## src/rtl/pipe_ctrl_pkg.sv

```systemverilog
// Shared definitions for the pipeline controller: per-stage control codes,
// FSM state encoding, the per-stage control vector and a saturating helper.
package pipe_ctrl_pkg;

    localparam int CTRL_W = 2;

    typedef logic [CTRL_W-1:0] ctrl_bus_t;

    // Per-stage control codes: load, hold, load bubble.
    localparam ctrl_bus_t CTRL_STATE_DEFAULT = 2'b00;
    localparam ctrl_bus_t CTRL_STATE_STALL   = 2'b01;
    localparam ctrl_bus_t CTRL_STATE_FLUSH   = 2'b10;

    // Controller FSM state encoding.
    typedef enum logic [1:0] {
        ST_RUN       = 2'b00,
        ST_MEM_STALL = 2'b01,
        ST_EX_STALL  = 2'b10,
        ST_BUBBLE    = 2'b11
    } state_e;

    // One control code per pipeline register, PC first.
    typedef struct packed {
        ctrl_bus_t pc;
        ctrl_bus_t if_id;
        ctrl_bus_t id_ex;
        ctrl_bus_t ex_mem;
        ctrl_bus_t mem_wb;
    } ctrl_vec_t;

    // 8-bit increment that sticks at 255 instead of wrapping.
    function automatic logic [7:0] sat_inc8(input logic [7:0] value);
        logic [7:0] result;
        if (value == 8'hFF) begin
            result = 8'hFF;
        end else begin
            result = value + 8'd1;
        end
        return result;
    endfunction

endpackage

```

## src/rtl/pipe_ctrl_wdt.sv

```systemverilog
// MEM-stall watchdog: counts consecutive cycles in which the MEM stall wins
// and raises a sticky error once the count reaches MEM_TIMEOUT. It only
// reports; it never breaks the stall.
module pipe_ctrl_wdt
    import pipe_ctrl_pkg::*;
#(
    parameter int MEM_TIMEOUT = 255
) (
    input  logic clk,
    input  logic rst,
    input  logic mem_stall_i,
    output logic timeout_o
);

    localparam logic [7:0] LIMIT = 8'(MEM_TIMEOUT);

    logic [7:0] cnt_q;
    logic [7:0] cnt_d;
    logic       timeout_q;
    logic       timeout_d;

    // Next count and sticky error; the error is set on the cycle the count lands on the limit.
    always_comb begin
        cnt_d     = 8'd0;
        timeout_d = timeout_q;
        if (mem_stall_i) begin
            cnt_d = sat_inc8(cnt_q);
            if (cnt_d == LIMIT) begin
                timeout_d = 1'b1;
            end else begin
                timeout_d = timeout_q;
            end
        end else begin
            cnt_d     = 8'd0;
            timeout_d = timeout_q;
        end
    end

    // Watchdog registers, cleared immediately by reset.
    always_ff @(posedge clk or negedge rst) begin
        if (!rst) begin
            cnt_q     <= 8'd0;
            timeout_q <= 1'b0;
        end else begin
            cnt_q     <= cnt_d;
            timeout_q <= timeout_d;
        end
    end

    assign timeout_o = timeout_q;

endmodule

```

## src/rtl/pipe_ctrl.sv

```systemverilog
// Pipeline hazard controller. Decodes per-stage stall/flush codes with zero
// latency from the stall requests, the redirect and a small FSM that makes
// load-use bubbles one-shot and defers redirects that arrive during stalls.
// Optional feature macro: PIPE_CTRL_PERF_EN (stall/flush performance counters).
module pipe_ctrl
    import pipe_ctrl_pkg::*;
#(
    parameter int MEM_TIMEOUT = 255
) (
    input  logic        clk,
    input  logic        rst,
    input  logic        stallreq_id_i,
    input  logic        stallreq_ex_i,
    input  logic        stallreq_mem_i,
    input  logic        flush_i,
    output logic [1:0]  ctrl_pc_o,
    output logic [1:0]  ctrl_if_id_o,
    output logic [1:0]  ctrl_id_ex_o,
    output logic [1:0]  ctrl_ex_mem_o,
    output logic [1:0]  ctrl_mem_wb_o,
    output logic        stall_o,
    output logic        stall_timeout_o,
    output logic [31:0] stall_cnt_o,
    output logic [31:0] flush_cnt_o
);

    state_e    state_q;
    state_e    state_d;
    logic      pend_flush_q;
    logic      pend_flush_d;
    ctrl_vec_t ctrl_s;
    logic      flush_req_s;
    logic      load_use_s;

    // Redirect is live now or was deferred; a hazard seen right after its bubble is ignored.
    assign flush_req_s = flush_i | pend_flush_q;
    assign load_use_s  = stallreq_id_i & (state_q != ST_BUBBLE);

    // Priority decode (MEM > EX > flush > load-use) plus next FSM state and deferred flush.
    always_comb begin
        ctrl_s       = '0;
        state_d      = ST_RUN;
        pend_flush_d = 1'b0;
        if (stallreq_mem_i) begin
            ctrl_s       = '{pc: CTRL_STATE_STALL, if_id: CTRL_STATE_STALL,
                             id_ex: CTRL_STATE_STALL, ex_mem: CTRL_STATE_STALL,
                             mem_wb: CTRL_STATE_FLUSH};
            state_d      = ST_MEM_STALL;
            pend_flush_d = pend_flush_q | flush_i;
        end else if (stallreq_ex_i) begin
            ctrl_s       = '{pc: CTRL_STATE_STALL, if_id: CTRL_STATE_STALL,
                             id_ex: CTRL_STATE_STALL, ex_mem: CTRL_STATE_FLUSH,
                             mem_wb: CTRL_STATE_DEFAULT};
            state_d      = ST_EX_STALL;
            pend_flush_d = pend_flush_q | flush_i;
        end else if (flush_req_s) begin
            ctrl_s       = '{pc: CTRL_STATE_DEFAULT, if_id: CTRL_STATE_FLUSH,
                             id_ex: CTRL_STATE_FLUSH, ex_mem: CTRL_STATE_DEFAULT,
                             mem_wb: CTRL_STATE_DEFAULT};
            state_d      = ST_RUN;
            pend_flush_d = 1'b0;
        end else if (load_use_s) begin
            ctrl_s       = '{pc: CTRL_STATE_STALL, if_id: CTRL_STATE_STALL,
                             id_ex: CTRL_STATE_FLUSH, ex_mem: CTRL_STATE_DEFAULT,
                             mem_wb: CTRL_STATE_DEFAULT};
            state_d      = ST_BUBBLE;
            pend_flush_d = 1'b0;
        end else begin
            ctrl_s       = '0;
            state_d      = ST_RUN;
            pend_flush_d = 1'b0;
        end
    end

    // FSM state and deferred-flush registers; reset drops any pending redirect.
    always_ff @(posedge clk or negedge rst) begin
        if (!rst) begin
            state_q      <= ST_RUN;
            pend_flush_q <= 1'b0;
        end else begin
            state_q      <= state_d;
            pend_flush_q <= pend_flush_d;
        end
    end

    assign ctrl_pc_o     = ctrl_s.pc;
    assign ctrl_if_id_o  = ctrl_s.if_id;
    assign ctrl_id_ex_o  = ctrl_s.id_ex;
    assign ctrl_ex_mem_o = ctrl_s.ex_mem;
    assign ctrl_mem_wb_o = ctrl_s.mem_wb;
    assign stall_o       = (ctrl_s != '0);

    // The MEM stall always wins when requested, so the raw request drives the watchdog.
    pipe_ctrl_wdt #(
        .MEM_TIMEOUT (MEM_TIMEOUT)
    ) u_wdt (
        .clk         (clk),
        .rst         (rst),
        .mem_stall_i (stallreq_mem_i),
        .timeout_o   (stall_timeout_o)
    );

`ifdef PIPE_CTRL_PERF_EN
    logic [31:0] stall_cnt_q;
    logic [31:0] stall_cnt_d;
    logic [31:0] flush_cnt_q;
    logic [31:0] flush_cnt_d;
    logic        flush_app_s;

    // A flush is applied only when no MEM/EX stall outranks it.
    assign flush_app_s = ~stallreq_mem_i & ~stallreq_ex_i & flush_req_s;
    assign stall_cnt_d = stall_cnt_q + {31'd0, stall_o};
    assign flush_cnt_d = flush_cnt_q + {31'd0, flush_app_s};

    // Free-running performance counters, wrapping at 2^32.
    always_ff @(posedge clk or negedge rst) begin
        if (!rst) begin
            stall_cnt_q <= 32'd0;
            flush_cnt_q <= 32'd0;
        end else begin
            stall_cnt_q <= stall_cnt_d;
            flush_cnt_q <= flush_cnt_d;
        end
    end

    assign stall_cnt_o = stall_cnt_q;
    assign flush_cnt_o = flush_cnt_q;
`else
    assign stall_cnt_o = 32'd0;
    assign flush_cnt_o = 32'd0;
`endif

endmodule

```

## config.mk

```make
export PLATFORM = sky130hd
export DESIGN_NAME = pipe_ctrl
export DESIGN_NICKNAME = d
export VERILOG_FILES = /design/src/rtl/pipe_ctrl_pkg.sv /design/src/rtl/pipe_ctrl_wdt.sv /design/src/rtl/pipe_ctrl.sv
export SDC_FILE = /design/constraint.sdc
export NUM_CORES = 1
export LEC_CHECK = 0
export ABC_AREA = 1
export CAP_MARGIN = 25
export CORE_ASPECT_RATIO = 0.7
export CORE_MARGIN = 2
export CORE_UTILIZATION = 39
export DETAILED_ROUTE_END_ITERATION = 16
export MAX_ROUTING_LAYER = met4
export PLACE_DENSITY = 0.88
export REMOVE_ABC_BUFFERS = 1
export SLEW_MARGIN = 20
export SYNTH_ARGS = -nofsm -noshare
export SYNTH_HDL_FRONTEND = slang
export SYNTH_HIERARCHICAL = 1
export SYNTH_SLANG_ARGS = --single-unit
```

## constraint.sdc

```tcl
create_clock -name clk -period 2.3 [get_ports clk]
set_input_delay 0.345 -clock clk [delete_from_list [all_inputs] [get_ports clk]]
set_output_delay 0.345 -clock clk [all_outputs]
set_load 0.1 [all_outputs]
```

==> results.toml <==
[timing]
slew_headroom_pct = 63.4
timing.fmax_mhz = 530
drv_slew = 0
tightestPinTransition_ns = 0.548
fin_skew_ns = 0.000865
final.min_clock_period_ns = 1.89
setup_viol = 0
hold_violations = 0
rsz0062_at_grt = "false"
fin_crit_sh_pct = 82.0
tns_ns = 0

[global_route]
grt_max_degree = 13
grt-ovfl-total = 0
grtUsageTotal_pct = 10.2
grt_pass1_vias = 646
antenna_found_initial = 0
grt_pass1_wl_um = 2750

[final_layout]
area_growth_syn_to_layout_pct = 5.00
fill_cells = 299
seq_area_sq_um = 300
multi_input_area_sq_um = 594
layout_commonest_cell = "conb_1"
layout-drive-gt1-share_pct = 15.2
diodes = 0
fin_cells = 222
most-common-layout-cells = "66 x conb_1, 28 x nand2_1, 17 x inv_1"
nets = 192

[cts]
cts_num_sinks = 12
cts_inserted_buffers = 3
cts.htree.levels = 1
clkTransAtPathRegs_ns = 0.05
clk_latency_ns = 0.24
clk_path_buf_depth = 2
post_cts_resized = 0
cts_hold_buffers = 0
cts_root_buf = "clkbuf_8"
cts_tree = "built"
post-cts-setup-buffers = 0

[placement]
placed_cells = 218
port_buffers = 15
gp_congestion = 0.875
dp_hpwl_um = 1580

[floorplanning]
initial_core_util_pct = 40.3
core_sq_um = 3110
die_height_um = 51.4
die_width_um = 71.7
dieArea_sq_um = 3680
ios = 82
fp-row-count = 17

[drt]
route.met2.wl_um = 1040
wl_met1_um = 740
drc = 0
post_drt_wl_per_cell_um = 8.75
ant_nets = 0
first_pass_iters = 4
drt-total-wl_um = 1940
via_per_inst = 3.77
highest_layer = "met4"
drtIter0Drc = 14
wl_met3_um = 125
vias = 837

[power]
leakagePower_nw = 0.747
ir_drop_uv = 486
p_per_area_nw_per_um2 = 816

[outcome]
outcome = "finished, final reports clean"

[critical_path]
worst_setup_path_start_kind = "primary input"
required_ns = 1.96
regToRegSetupSlack_ns = 0.70
cp-startpoint = "stallreq_mem_i"
r2r-start = "u_wdt/cnt_q[0]"
critical_path_class = "in2out"
endpoint_kind = "output pin"
cp.arrival_ns = 1.54
path_max_fanout = 6

[run]
cap_violations = 0

[logic_synthesis]
synth_area_sq_um = 1250
seq_area_frac_synth_pct = 24.0
synth_top_area_share_pct = 41.4
synth_seq_cells = 12
yosys-top-cells-area = "buf_4 41%, dfrtp_1 24%, nand2_1 8.4%"
synth_top_area_cell = "buf_4"
yosysWarnings = 6
avgSynthCellArea_sq_um = 7.40
syn_inst = 169
synth_cell_type_count = 19

[hold_path]
hold_path_class = "in2async"
==> kinds of logic (layout without fill, tap and decap cells) <==
logic type	Yosys count	after routing	synth area share, %
adder cells (fa/ha/maj)	1	1	1.00
other	1	66	0.300
flip-flops	12	12	24.0
AO/OA/AOI/OAI	6	6	2.60
XOR/XNOR	1	1	0.700
AND/OR/NAND/NOR	59	59	23.4
buffers and inverters	89	39	48.0
==> cell type report <==
class                           instances  share of cell area (%)
Clock buffer                            4                    4.19
Inverter                               19                    5.43
Multi-Input combinational cell        133                    45.2
Sequential cell                        12                    22.9
Tap cell                               38                    3.62
Timing Repair Buffer                   16                    18.7
==> worst max-delay path, cell delays in order <==
cell	delay, ns
clkdlybuf4s50_1	0.55
nor2_4	0.19
inv_2	0.08
nor2_1	0.17
buf_12	0.20
==> cell usage after synthesis (all sizes together) <==
cell type  number
a21oi           3
a31oi           2
buf            70
conb            1
dfrtp          12
ha              1
inv            19
nand2          31
nand3          11
nand4           4
nor2           13
o21ai           1
xnor2           1
==> flip-flops by register name (all words and copies together), names as in the netlist <==
signal / cells
pend_flush_q: 1
u_wdt/cnt_q: 8
u_wdt/timeout_o: 1
state_q: 2
==> per-layer routing <==
| layer | vias up | GRT usage (%) |
|---|---|---|
| li1 | 412 | - |
| met1 | 379 | 11.7 |
| met2 | 42 | 16.5 |
| met3 | 4 | 1.78 |
| met4 | 0 | 6.60 |
| met5 | - | - |
==> report_power, final <==
group          leakage, nW  internal [mW]  total (mW)  switching, mW
combinational        0.565         0.0517       0.617          0.566
sequential           0.153          0.220       0.227        0.00724
clock               0.0288          0.151       0.228         0.0770
==> path summary, 6_finish.rpt <==
path	end	cells after the start
setup / recovery	ctrl_if_id_o[1]	5
hold / removal	u_wdt/cnt_q[0]	1
setup reg to reg	u_wdt/timeout_o	9
hold reg to reg	u_wdt/timeout_o	2
max in group asynchronous	u_wdt/cnt_q[1]	1
min in group clk	u_wdt/timeout_o	2
==> metrics by stage <==
stage                     setup WS [ns]  total power [mW]  hold WS [ns]  util, %  cell area [sq um]
after floorplan                 -0.0559             0.769        0.0494        -                966
after global placement            0.468             0.843         0.450     40.5               1260
after detailed placement          0.426             0.845         0.468     40.5               1260
after CTS                         0.423              1.08         0.469     42.3               1310
after global routing              0.367              1.11         0.506     42.3               1310
final                             0.413              1.07         0.460     42.3               1310
(Power assumes the default switching activity.)
